`config.mk`:
```
export PLATFORM = sky130hd
export DESIGN_NAME = conv_sched
export DESIGN_NICKNAME = d
export VERILOG_FILES = /design/src/rtl/conv_pkg.sv /design/src/rtl/conv_tap_map.sv /design/src/rtl/conv_sched.sv
export SDC_FILE = /design/constraint.sdc
export NUM_CORES = 1
export LEC_CHECK = 0
export CORE_UTILIZATION = 35
export CTS_BUF_LIST = sky130_fd_sc_hd__clkbuf_8
export CTS_CLUSTER_DIAMETER = 50
export DETAILED_ROUTE_END_ITERATION = 16
export GPL_TIMING_DRIVEN = 0
export PLACE_DENSITY = 0.67
export SYNTH_ARGS = -nofsm -noshare
export SYNTH_HDL_FRONTEND = slang
export SYNTH_HIERARCHICAL = 1
export SYNTH_SLANG_ARGS = --single-unit
export TNS_END_PERCENT = 30
```
`constraint.sdc`:
```
create_clock -name clk -period 3.4 [get_ports clk]
set_input_delay 0.68 -clock clk [delete_from_list [all_inputs] [get_ports clk]]
set_output_delay 0.68 -clock clk [all_outputs]
set_load 0.1 [all_outputs]
```
`src/rtl/conv_pkg.sv`:
```
// Shared state type and elaboration-time helpers for the convolution scheduler.
// The tap offset table is computed once at elaboration so no divider exists in hardware.
package conv_pkg;

   typedef enum logic [1:0] {LOAD, RUN, ISSUE} state_t;

   localparam int MAX_TAPS = 64;

   function automatic int clog2(input int v);
      int r;
      r = 0;
      while ((1 << r) < v) r++;
      return (r < 1) ? 1 : r;
   endfunction

   function automatic int ceil_div(input int a, input int b);
      return (a + b - 1) / b;
   endfunction

   // Entry t holds {kr, kc} as two bytes, tap 0 in the LSBs.
   function automatic logic [MAX_TAPS*16-1:0] tap_offsets(input int k_dim);
      logic [MAX_TAPS*16-1:0] tab;
      tab = '0;
      for (int t = 0; t < MAX_TAPS; t++) begin
         if (t < k_dim * k_dim) begin
            tab[t*16 +: 8]     = 8'(t % k_dim);
            tab[t*16 + 8 +: 8] = 8'(t / k_dim);
         end
      end
      return tab;
   endfunction

endpackage

```
`src/rtl/conv_tap_map.sv`:
```
// Maps a batch index and pixel coordinate to one lane's tap number and
// output coordinate, using constant per-batch offsets for this lane.
module conv_tap_map
   import conv_pkg::*;
#(
   parameter int K_DIM  = 3,
   parameter int M_CNT  = 4,
   parameter int LANE   = 0,
   parameter int I_BITS = 3,
   parameter int O_BITS = 4,
   parameter int B_BITS = 2,
   parameter int T_BITS = 4
) (
   input  logic [B_BITS-1:0] b,
   input  logic [I_BITS-1:0] row,
   input  logic [I_BITS-1:0] col,
   output logic              lane_en,
   output logic [T_BITS-1:0] tap,
   output logic [O_BITS-1:0] orow,
   output logic [O_BITS-1:0] ocol
);

   localparam int K_SIZE = K_DIM * K_DIM;
   localparam int B_CNT  = ceil_div(K_SIZE, M_CNT);
   localparam logic [MAX_TAPS*16-1:0] OFF_TAB = tap_offsets(K_DIM);

   logic [B_CNT-1:0]  en_tab;
   logic [T_BITS-1:0] tap_tab [B_CNT];
   logic [O_BITS-1:0] kr_tab  [B_CNT];
   logic [O_BITS-1:0] kc_tab  [B_CNT];

   for (genvar gi = 0; gi < B_CNT; gi++) begin : g_batch
      localparam int T = gi * M_CNT + LANE;
      if (T < K_SIZE) begin : g_on
         localparam logic [15:0] OFF = OFF_TAB[T*16 +: 16];
         assign en_tab[gi]  = 1'b1;
         assign tap_tab[gi] = T_BITS'(T);
         assign kr_tab[gi]  = O_BITS'(OFF[15:8]);
         assign kc_tab[gi]  = O_BITS'(OFF[7:0]);
      end else begin : g_off
         assign en_tab[gi]  = 1'b0;
         assign tap_tab[gi] = '0;
         assign kr_tab[gi]  = '0;
         assign kc_tab[gi]  = '0;
      end
   end

   always_comb begin
      lane_en = 1'b0;
      tap     = '0;
      orow    = '0;
      ocol    = '0;
      if (int'(b) < B_CNT && en_tab[b]) begin
         lane_en = 1'b1;
         tap     = tap_tab[b];
         orow    = O_BITS'(row) + kr_tab[b];
         ocol    = O_BITS'(col) + kc_tab[b];
      end
   end

endmodule

```
`src/rtl/conv_sched.sv`:
```
// Kernel loader and per-pixel batch issuer feeding M_CNT multiplier lanes.
// The next batch payload is computed from the next-state values and registered.
module conv_sched
   import conv_pkg::*;
#(
   parameter  int K_DIM  = 3,
   parameter  int I_DIM  = 8,
   parameter  int M_BITS = 16,
   parameter  int M_CNT  = 4,
   localparam int K_SIZE = K_DIM * K_DIM,
   localparam int B_CNT  = ceil_div(K_SIZE, M_CNT),
   localparam int I_BITS = clog2(I_DIM),
   localparam int O_DIM  = K_DIM + I_DIM - 1,
   localparam int O_BITS = clog2(O_DIM)
) (
   input  logic                       clk,
   input  logic                       rstn,
   input  logic [M_BITS-1:0]          k_data,
   input  logic                       k_valid,
   input  logic                       k_last,
   output logic                       k_ready,
   input  logic [M_BITS-1:0]          img_data,
   input  logic [2*I_BITS-1:0]        img_user,
   input  logic                       img_last,
   input  logic                       img_valid,
   output logic                       img_ready,
   output logic [M_BITS-1:0]          out_pix,
   output logic [M_CNT*M_BITS-1:0]    out_wgt,
   output logic [M_CNT*2*O_BITS-1:0]  out_user,
   output logic [M_CNT-1:0]           out_lane_en,
   output logic                       out_last,
   output logic                       out_valid,
   input  logic                       out_ready,
   output logic                       done,
   output logic                       k_err
);

   localparam int B_BITS  = clog2(B_CNT);
   localparam int KI_BITS = clog2(K_SIZE + 1);
   localparam int T_BITS  = clog2(K_SIZE);
   localparam logic [B_BITS-1:0]  B_LAST = B_BITS'(B_CNT - 1);
   localparam logic [KI_BITS-1:0] K_LAST = KI_BITS'(K_SIZE - 1);

   state_t                    state_q, state_d;
   logic [M_BITS-1:0]         kw_q [K_SIZE];
   logic [M_BITS-1:0]         kw_d [K_SIZE];
   logic [KI_BITS-1:0]        k_idx_q, k_idx_d;
   logic [B_BITS-1:0]         b_q, b_d;
   logic [M_BITS-1:0]         pix_q, pix_d;
   logic [I_BITS-1:0]         row_q, row_d, col_q, col_d;
   logic                      last_q, last_d;
   logic                      k_err_q, k_err_d;
   logic                      done_q, done_d;
   logic                      out_valid_q, out_valid_d;
   logic                      out_last_q, out_last_d;
   logic [M_CNT*M_BITS-1:0]   out_wgt_q, out_wgt_d;
   logic [M_CNT*2*O_BITS-1:0] out_user_q, out_user_d;
   logic [M_CNT-1:0]          out_lane_en_q, out_lane_en_d;

   assign k_ready   = (state_q == LOAD);
   // A new pixel may be taken while the final batch of the current one leaves.
   assign img_ready = (state_q == RUN) ||
                      (state_q == ISSUE && b_q == B_LAST && out_ready && !last_q);

   always_comb begin
      state_d     = state_q;
      kw_d        = kw_q;
      k_idx_d     = k_idx_q;
      b_d         = b_q;
      pix_d       = pix_q;
      row_d       = row_q;
      col_d       = col_q;
      last_d      = last_q;
      k_err_d     = k_err_q;
      done_d      = 1'b0;
      out_valid_d = out_valid_q;
      unique case (state_q)
         LOAD: begin
            if (k_valid) begin
               kw_d[k_idx_q] = k_data;
               k_idx_d       = k_idx_q + KI_BITS'(1);
               if (k_idx_q == '0) k_err_d = 1'b0;
               if (k_idx_q == K_LAST) begin
                  state_d = RUN;
                  if (!k_last) k_err_d = 1'b1;
               end else if (k_last) begin
                  state_d = RUN;
                  k_err_d = 1'b1;
                  for (int i = 0; i < K_SIZE; i++)
                     if (i > int'(k_idx_q)) kw_d[i] = '0;
               end
            end
         end
         RUN: ;
         ISSUE: begin
            if (out_ready) begin
               if (b_q != B_LAST) begin
                  b_d = b_q + B_BITS'(1);
               end else if (last_q) begin
                  state_d     = LOAD;
                  k_idx_d     = '0;
                  done_d      = 1'b1;
                  out_valid_d = 1'b0;
               end else begin
                  state_d     = RUN;
                  out_valid_d = 1'b0;
               end
            end
         end
         default: state_d = LOAD;
      endcase
      if (img_valid && img_ready) begin
         pix_d       = img_data;
         row_d       = img_user[2*I_BITS-1 -: I_BITS];
         col_d       = img_user[I_BITS-1:0];
         last_d      = img_last;
         b_d         = '0;
         state_d     = ISSUE;
         out_valid_d = 1'b1;
      end
   end

   assign out_last_d = (state_d == ISSUE) && (b_d == B_LAST) && last_d;

   for (genvar gi = 0; gi < M_CNT; gi++) begin : g_lane
      logic              en;
      logic [T_BITS-1:0] tap;
      logic [O_BITS-1:0] orow, ocol;

      conv_tap_map #(
         .K_DIM (K_DIM),
         .M_CNT (M_CNT),
         .LANE  (gi),
         .I_BITS(I_BITS),
         .O_BITS(O_BITS),
         .B_BITS(B_BITS),
         .T_BITS(T_BITS)
      ) u_map (
         .b      (b_d),
         .row    (row_d),
         .col    (col_d),
         .lane_en(en),
         .tap    (tap),
         .orow   (orow),
         .ocol   (ocol)
      );

      assign out_lane_en_d[gi]                      = en;
      assign out_wgt_d[gi*M_BITS +: M_BITS]         = en ? kw_q[tap] : '0;
      assign out_user_d[gi*2*O_BITS +: 2*O_BITS]    = {orow, ocol};
   end

   always_ff @(posedge clk or negedge rstn) begin
      if (!rstn) begin
         state_q       <= LOAD;
         kw_q          <= '{default: '0};
         k_idx_q       <= '0;
         b_q           <= '0;
         pix_q         <= '0;
         row_q         <= '0;
         col_q         <= '0;
         last_q        <= 1'b0;
         k_err_q       <= 1'b0;
         done_q        <= 1'b0;
         out_valid_q   <= 1'b0;
         out_last_q    <= 1'b0;
         out_wgt_q     <= '0;
         out_user_q    <= '0;
         out_lane_en_q <= '0;
      end else begin
         state_q       <= state_d;
         kw_q          <= kw_d;
         k_idx_q       <= k_idx_d;
         b_q           <= b_d;
         pix_q         <= pix_d;
         row_q         <= row_d;
         col_q         <= col_d;
         last_q        <= last_d;
         k_err_q       <= k_err_d;
         done_q        <= done_d;
         out_valid_q   <= out_valid_d;
         out_last_q    <= out_last_d;
         out_wgt_q     <= out_wgt_d;
         out_user_q    <= out_user_d;
         out_lane_en_q <= out_lane_en_d;
      end
   end

   assign out_pix     = pix_q;
   assign out_wgt     = out_wgt_q;
   assign out_user    = out_user_q;
   assign out_lane_en = out_lane_en_q;
   assign out_last    = out_last_q;
   assign out_valid   = out_valid_q;
   assign done        = done_q;
   assign k_err       = k_err_q;

endmodule
```
; ---- Word-level counts from Yosys, hierarchy flattened
; Cells that the tools add are included.
[op_classes]
add_sub_neg = 10
mul = 0
div = 0
magnitude_cmp = 17
eq_ne = 12
n_shift = 0
mux = 106
bitwise_logic = 6
n_reduce_logical = 19
[ops]
columns = cell, n
row1 = two-way mux 16 bit, 21
row2 = binary-select mux 16 bit (select 4 bit), 4
row3 = two-way mux 128 bit, 2
row4 = bitwise mux 144 bit, 1
row5 = two-way mux 4 bit, 34
row6 = binary-select mux 4 bit (select 2 bit), 9
row7 = demux 16 bit (select 4 bit), 1
row8 = adder 3 x 4 -> 4 bit, 8
row9 = ">= comparator 5 bit, second input constant", 5
row10 = NOT 4 -> 5 bit, 5
row11 = two-way mux 2 bit, 10
row12 = two-way mux 1 bit, 18
row13 = "> comparator 3 x 4 -> 1 bit, first input constant", 4
row14 = "inequality test 2 bit, second input constant", 5
row15 = logical AND 1 bit, 9
row16 = "equality test 2 bit, second input constant", 4
row17 = "> comparator 2 x 4 -> 1 bit, first input constant", 2
row18 = one-hot mux 4 bit (2 select lines), 1
row19 = two-way mux 3 bit, 2
row20 = one-hot mux 2 bit (3 select lines), 1
row21 = nonzero test 2 bit, 3
row22 = "less-than comparator 5 x 1 -> 1 bit, second input constant", 1
row23 = AND reduction 5 bit, 1
row24 = "adder 4 x 1 -> 4 bit, second input constant", 1
row25 = other kinds (17), 18
[word_totals]
regBits = 277
latch_bits = 0
ramBits = 0
rom_bits = 0
elab_cells = 193
memories = 0

; ---- Longest topological paths before layout
[depth]
ltp_word = 17
mapped_depth = 15
depth_no_buf = 10

; ---- Hierarchy
; The synthesis kept the hierarchy.
[by_module_without_submodules]
columns = mod, instances, cells_each, area_per_inst_um2
row1 = conv_sched, 1, 1324, 14770.4
row2 = conv_tap_map (g_lane[1].u_map ...), 2, 28, 205.2
row3 = conv_tap_map (g_lane[0].u_map), 1, 35, 240.2
row4 = conv_tap_map (g_lane[2].u_map), 1, 21, 195.2

; ---- Least setup slack after synthesis
; No wires, ideal clock.
[synth_timing]
kind = input to register
start = input port out_ready
end = register out_wgt_q[38] (netlist: out_wgt[38])
setup_time_ns = 0.129
arrival_ns = 3.965
required_time_ns = 3.271
slack_ns = -0.694
cell_stages = 11
path_buffers = 4
cell_sequence = nand4b_4 o22ai_2 a21oi_1 buf_6 inv_1 buf_4 buf_2 clkbuf_1 mux4_2 o21ai_0 a21boi_0
[synth_rtl]
columns = item, line_no
row1 = from (decl), conv_sched.sv:33  ; input logic out_ready,
row2 = logical AND 1 bit (*) (2 in series), conv_sched.sv:63  ; (state_q == ISSUE && b_q == B_LAST && out_ready && !last_q);
row3 = logical OR 1 bit (*), conv_sched.sv:62  ; assign img_ready = (state_q == RUN) ||
row4 = via img_ready, conv_sched.sv:26  ; output logic img_ready,
row5 = logical AND 1 bit (*), conv_sched.sv:112  ; if (img_valid && img_ready) begin
row6 = two-way mux 2 bit (*), conv_sched.sv:112
row7 = via b_d[1], conv_sched.sv:48  ; logic [B_BITS-1:0] b_q, b_d;
row8 = binary-select mux 1 bit (select 2 bit), conv_tap_map.sv:53  ; if (int'(b) < B_CNT && en_tab[b]) begin
row9 = two-way mux 1 bit (not written as such), conv_tap_map.sv:53
row10 = logical AND 1 bit (*), conv_tap_map.sv:53
row11 = two-way mux 1 bit (*), conv_tap_map.sv:53
row12 = via g_lane[2].en, conv_sched.sv:126  ; logic en;
row13 = two-way mux 16 bit (*), conv_sched.sv:149  ; assign out_wgt_d[gi*M_BITS +: M_BITS] = en ? kw_q[tap] : '0;
row14 = via out_wgt_d[38], conv_sched.sv:56  ; logic [M_CNT*M_BITS-1:0] out_wgt_q, out_wgt_d;
row15 = to (signal assigned), conv_sched.sv:183  ; out_wgt_q <= out_wgt_d;
row16 = to (decl), conv_sched.sv:56
; Mark *: on every way through the listed nets, which the timed path passes. The rest lies on a longest branch. The select of a mux whose other input is x is not followed.
; A chain may end at the register's enable or synchronous reset.

; ---- Final worst setup path
[layout_timing]
start = register b_q[0]
end = register out_wgt_q[11] (netlist: out_wgt[11])
[layout_between]
elab_chain_cells = 17
[layout_rtl]
columns = item, line_no
row1 = from (decl), conv_sched.sv:48
row2 = from (signal assigned), conv_sched.sv:158  ; b_q <= '0;
row3 = from (signal assigned), conv_sched.sv:174  ; b_q <= b_d;
row4 = branches (longest 6 deep; another with adder 2 x 1 -> 2 bit), --
row5 = two-way mux 2 bit (*), conv_sched.sv:112
row6 = via b_d[0], conv_sched.sv:48
row7 = NOT 2 -> 3 bit (not written as such), conv_tap_map.sv:55  ; tap = tap_tab[b];
row8 = binary-select mux 4 bit (select 2 bit), conv_tap_map.sv:55
row9 = two-way mux 4 bit (not written as such) (2 in series), conv_tap_map.sv:55
row10 = two-way mux 4 bit (*), conv_tap_map.sv:53
row11 = via g_lane[0].tap[3], conv_sched.sv:127  ; logic [T_BITS-1:0] tap;
row12 = NOT 4 -> 5 bit (not written as such) (*), conv_sched.sv:149
row13 = binary-select mux 16 bit (select 4 bit) (*), conv_sched.sv:149
row14 = two-way mux 16 bit (not written as such) (*) (2 in series), conv_sched.sv:149
row15 = two-way mux 16 bit (*), conv_sched.sv:149
row16 = via out_wgt_d[11], conv_sched.sv:56
; Mark *: on every way through the listed nets, which the timed path passes. The select of a mux whose other input is x is not followed.

==> reports/metrics.yaml <==
synth:
  yosys_warnings: 6
  yosys.cell_types.count: 63
  yosysSeqAreaShare: 0.4471
  syn_avg_cell_area_um2: 10.87
  synth_top_area_share: 0.4471
  synth_area_leaders: "dfrtp_1 45%, mux2i_1 11%, mux4_2 9.2%"
  synthArstFlopShare: 1.000
  syn_inst: 1436
  ys_ff_latch: 279
  synth_edf_count: 0
  synth_top_area_cell: "dfrtp_1"
  synth_area_um2: 15620
  ys.flop_type: "dfrtp_1"
grt:
  antenna_found_initial: 1
  grt_overflow_total: 0
  grt_usage: 0.2446
  grt_pass1_wl_mm: 82.37
  grt_max_degree: 116
  grt_pass1_vias: 13141
cts:
  cts_root_buf: "clkbuf_8"
  cts_made_buffers: 48
  clock_sinks: 279
  clk_latency_ps: 610
  clock_path_buffers: 3
  htreeDepth: 2
  cts_tree: "built"
  clk_pin_slew_worst_paths_ps: 60
final_layout:
  fin_area_um2: 19740
  final-seq-area_um2: 6982
  nets: 1720
  multi_input_area_um2: 8361
  fillers: 4155
  post-route-util: 0.4473
  drive_gt1_frac: 0.2180
  synthToLayoutAreaGrowth_pct: 26.38
  diodes: 0
die:
  ioPinCount: 167
  rows: 77
  floorplan.initialDensity: 0.3539
  die_x_um: 213.2
  fp.dieArea_um2: 45470
  die_y_um: 213.2
  core-area_um2: 44120
route:
  viasPerCell: 5.669
  postRouteAntennaNets: 0
  drc: 0
  dr.pass1.iters: 5
  totalWireLength_mm: 54.81
  drtIter0Drc: 1290
  vias: 12926
  wire_per_inst_um: 24.04
worst_setup_path:
  cp.depth: 14
  path_cells: "inv_2 > ha_2 > nand4b_4 > o22ai_4 > buf_12 > a21oi_4 > nand2b_4 > inv_2 > clkbuf_1 > nor4b_4 > buf_4 > clkbuf_2 > nand2_1 > a21boi_1"
  startpoint_type: "flop"
  cp.required_ps: 3860
  max_stage_delay_ps: 410
  crit_path_end_kind: "flop"
  path_common_cell: "inv_2"
  critPathBufInv: 6
  path_delay_family: "buffers and inverters"
  critPathMaxFanout: 12
  critPathKind: "reg -> reg"
  rrSetupSlack_ps: -30
  crit_arrival_ps: 3900
  reg2reg_depth: 14
  slowest_stage: "dfrtp_1"
placed_design:
  numPortBuffers: 150
  place_area_um2: 17950
  gp_congestion: 0.9568
  dp_hpwl_mm: 37.93
sta:
  finalCritPeriodShare: 1.010
  finalCriticalPeriod_ps: 3434
  fin_worst_skew_ps: 21.15
  setup_slack_ps: -33.96
  finalHoldViolCount: 0
  fmax_mhz: 291.2
  hold_ws_ps: 28.91
  tns_ps: -33.96
  worst_slew_pin_slew_ps: 1307
  drv_slew: 0
  setup_violations: 1
  rsz0062_at_grt: "true"
  slew_headroom: 0.1205
power:
  ir_drop_v: 0.0008549
  power_leakage_uw: 0.008799
  p_total_uw: 22560
  cellPowerDensity_nw_per_um2: 1143
status:
  failed_checks: "negative setup slack"
  outcome: "complete, but fails checks"
job:
  cap_violations: 0
hold_path:
  hold_path.class: "in -> async"
-- timing repair --
item                       CTS  global route
hold buffers                 0             0
gates cloned                 1             0
pin swaps                   20            11
setup endpoints to repair   65            58
resized for setup           95            43
buffers inserted             9             6
-- cells in the mapped netlist, types with 3 or more instances --
cell type  count
conb_1         4
nor2b_1       13
mux4_2        64
and2_1        11
clkbuf_2       3
nor4b_4        3
buf_4         23
and3b_1        4
a21oi_1      104
xnor2_1        6
a221oi_1      64
nand3b_1       3
nor2b_2        7
inv_1         13
a211oi_1       8
buf_6         14
nor3_1         6
and3_1         6
nor2_1        51
and2b_2        4
nand2b_1       4
dfrtp_1      279
buf_2         30
nand3_1        4
mux2i_1      165
nor2b_4        3
ha_1          22
o21ai_0       67
mux2_2        38
a21boi_0      33
a21boi_1      15
clkbuf_1      67
nand2_1      244
a22o_1        17
-- registers in the layout, indices dropped and copies added (netlist names), 2 cells and up --
name,count
b_q,2
state_q,2
row_q,3
out_lane_en,4
out_pix,16
col_q,3
out_user,32
k_idx_q,4
kw_q,144
out_wgt,64
-- per-layer routing --
| layer | GRT usage | vias up | part of all wire |
|---|---|---|---|
| li1 | - | 5607 | - |
| met1 | 0.3144 | 6493 | 0.40 |
| met2 | 0.3866 | 652 | 0.46 |
| met3 | 0.05839 | 172 | 0.092 |
| met4 | 0.1190 | 2 | 0.052 |
| met5 | 0 | - | 0.00024 |
-- kinds of logic (layout without fill, tap and decap cells) --
| kind of cell | after synthesis | after routing | share of synthesized area |
|---|---|---|---|
| simple gates | 384 | 384 | 0.1190 |
| compound gates | 320 | 321 | 0.1335 |
| flops | 279 | 279 | 0.4471 |
| mux | 268 | 268 | 0.2262 |
| buf+inv | 151 | 399 | 0.05120 |
| fa+ha+maj | 22 | 22 | 0.01763 |
| xor+xnor | 8 | 8 | 0.004487 |
| other cells | 4 | 7 | 0.0009612 |
-- area by class of cell --
class / count / share of cell area
flip-flops and latches: 279 / 0.3538
multi-input cells: 1010 / 0.4236
well taps: 592 / 0.03753
inverters: 14 / 0.003043
repair buffers: 167 / 0.08616
plain buffers: 133 / 0.04267
clock buffers: 55 / 0.03836
clock inverters: 30 / 0.01484
-- layout by cell type, fill, tap and decap left out, types with 31 or more instances in the layout --
master,n
a21oi_1,101
buf_4,31
clkbuf_1,52
clkbuf_8,58
clkdlybuf4s50_1,147
dfrtp_1,279
mux2_2,38
mux2i_1,162
mux4_2,64
nand2_1,244
nor2_1,51
o21ai_0,61
-- through the flow --
step | worst slack (ps) | std cells
after floorplan | 1.863 | 1439
after global placement | -10410 | 2181
after detailed placement | -1597 | 2183
after CTS | -78.08 | 2277
after global routing | -49.87 | 2280
final | -33.96 | 2280
-- path summary, 6_finish.rpt --
kind | start | end
setup / recovery | b_q[0]$_DFF_PN0_ | out_wgt[11]$_DFF_PN0_
hold / removal | rstn | kw_q[74]$_DFFE_PN0P_
setup reg to reg | b_q[0]$_DFF_PN0_ | out_wgt[11]$_DFF_PN0_
hold reg to reg | out_valid$_DFFE_PN0P_ | out_valid$_DFFE_PN0P_
max in group asynchronous | rstn | kw_q[136]$_DFFE_PN0P_
min in group clk | out_valid$_DFFE_PN0P_ | out_valid$_DFFE_PN0P_
-- power breakdown --
| part | switching (µW) | internal (µW) |
|---|---|---|
| sequential | 1200 | 4620 |
| combinational | 8750 | 4570 |
| clock | 1480 | 1930 |
Power figures use the tool's default switching activity.
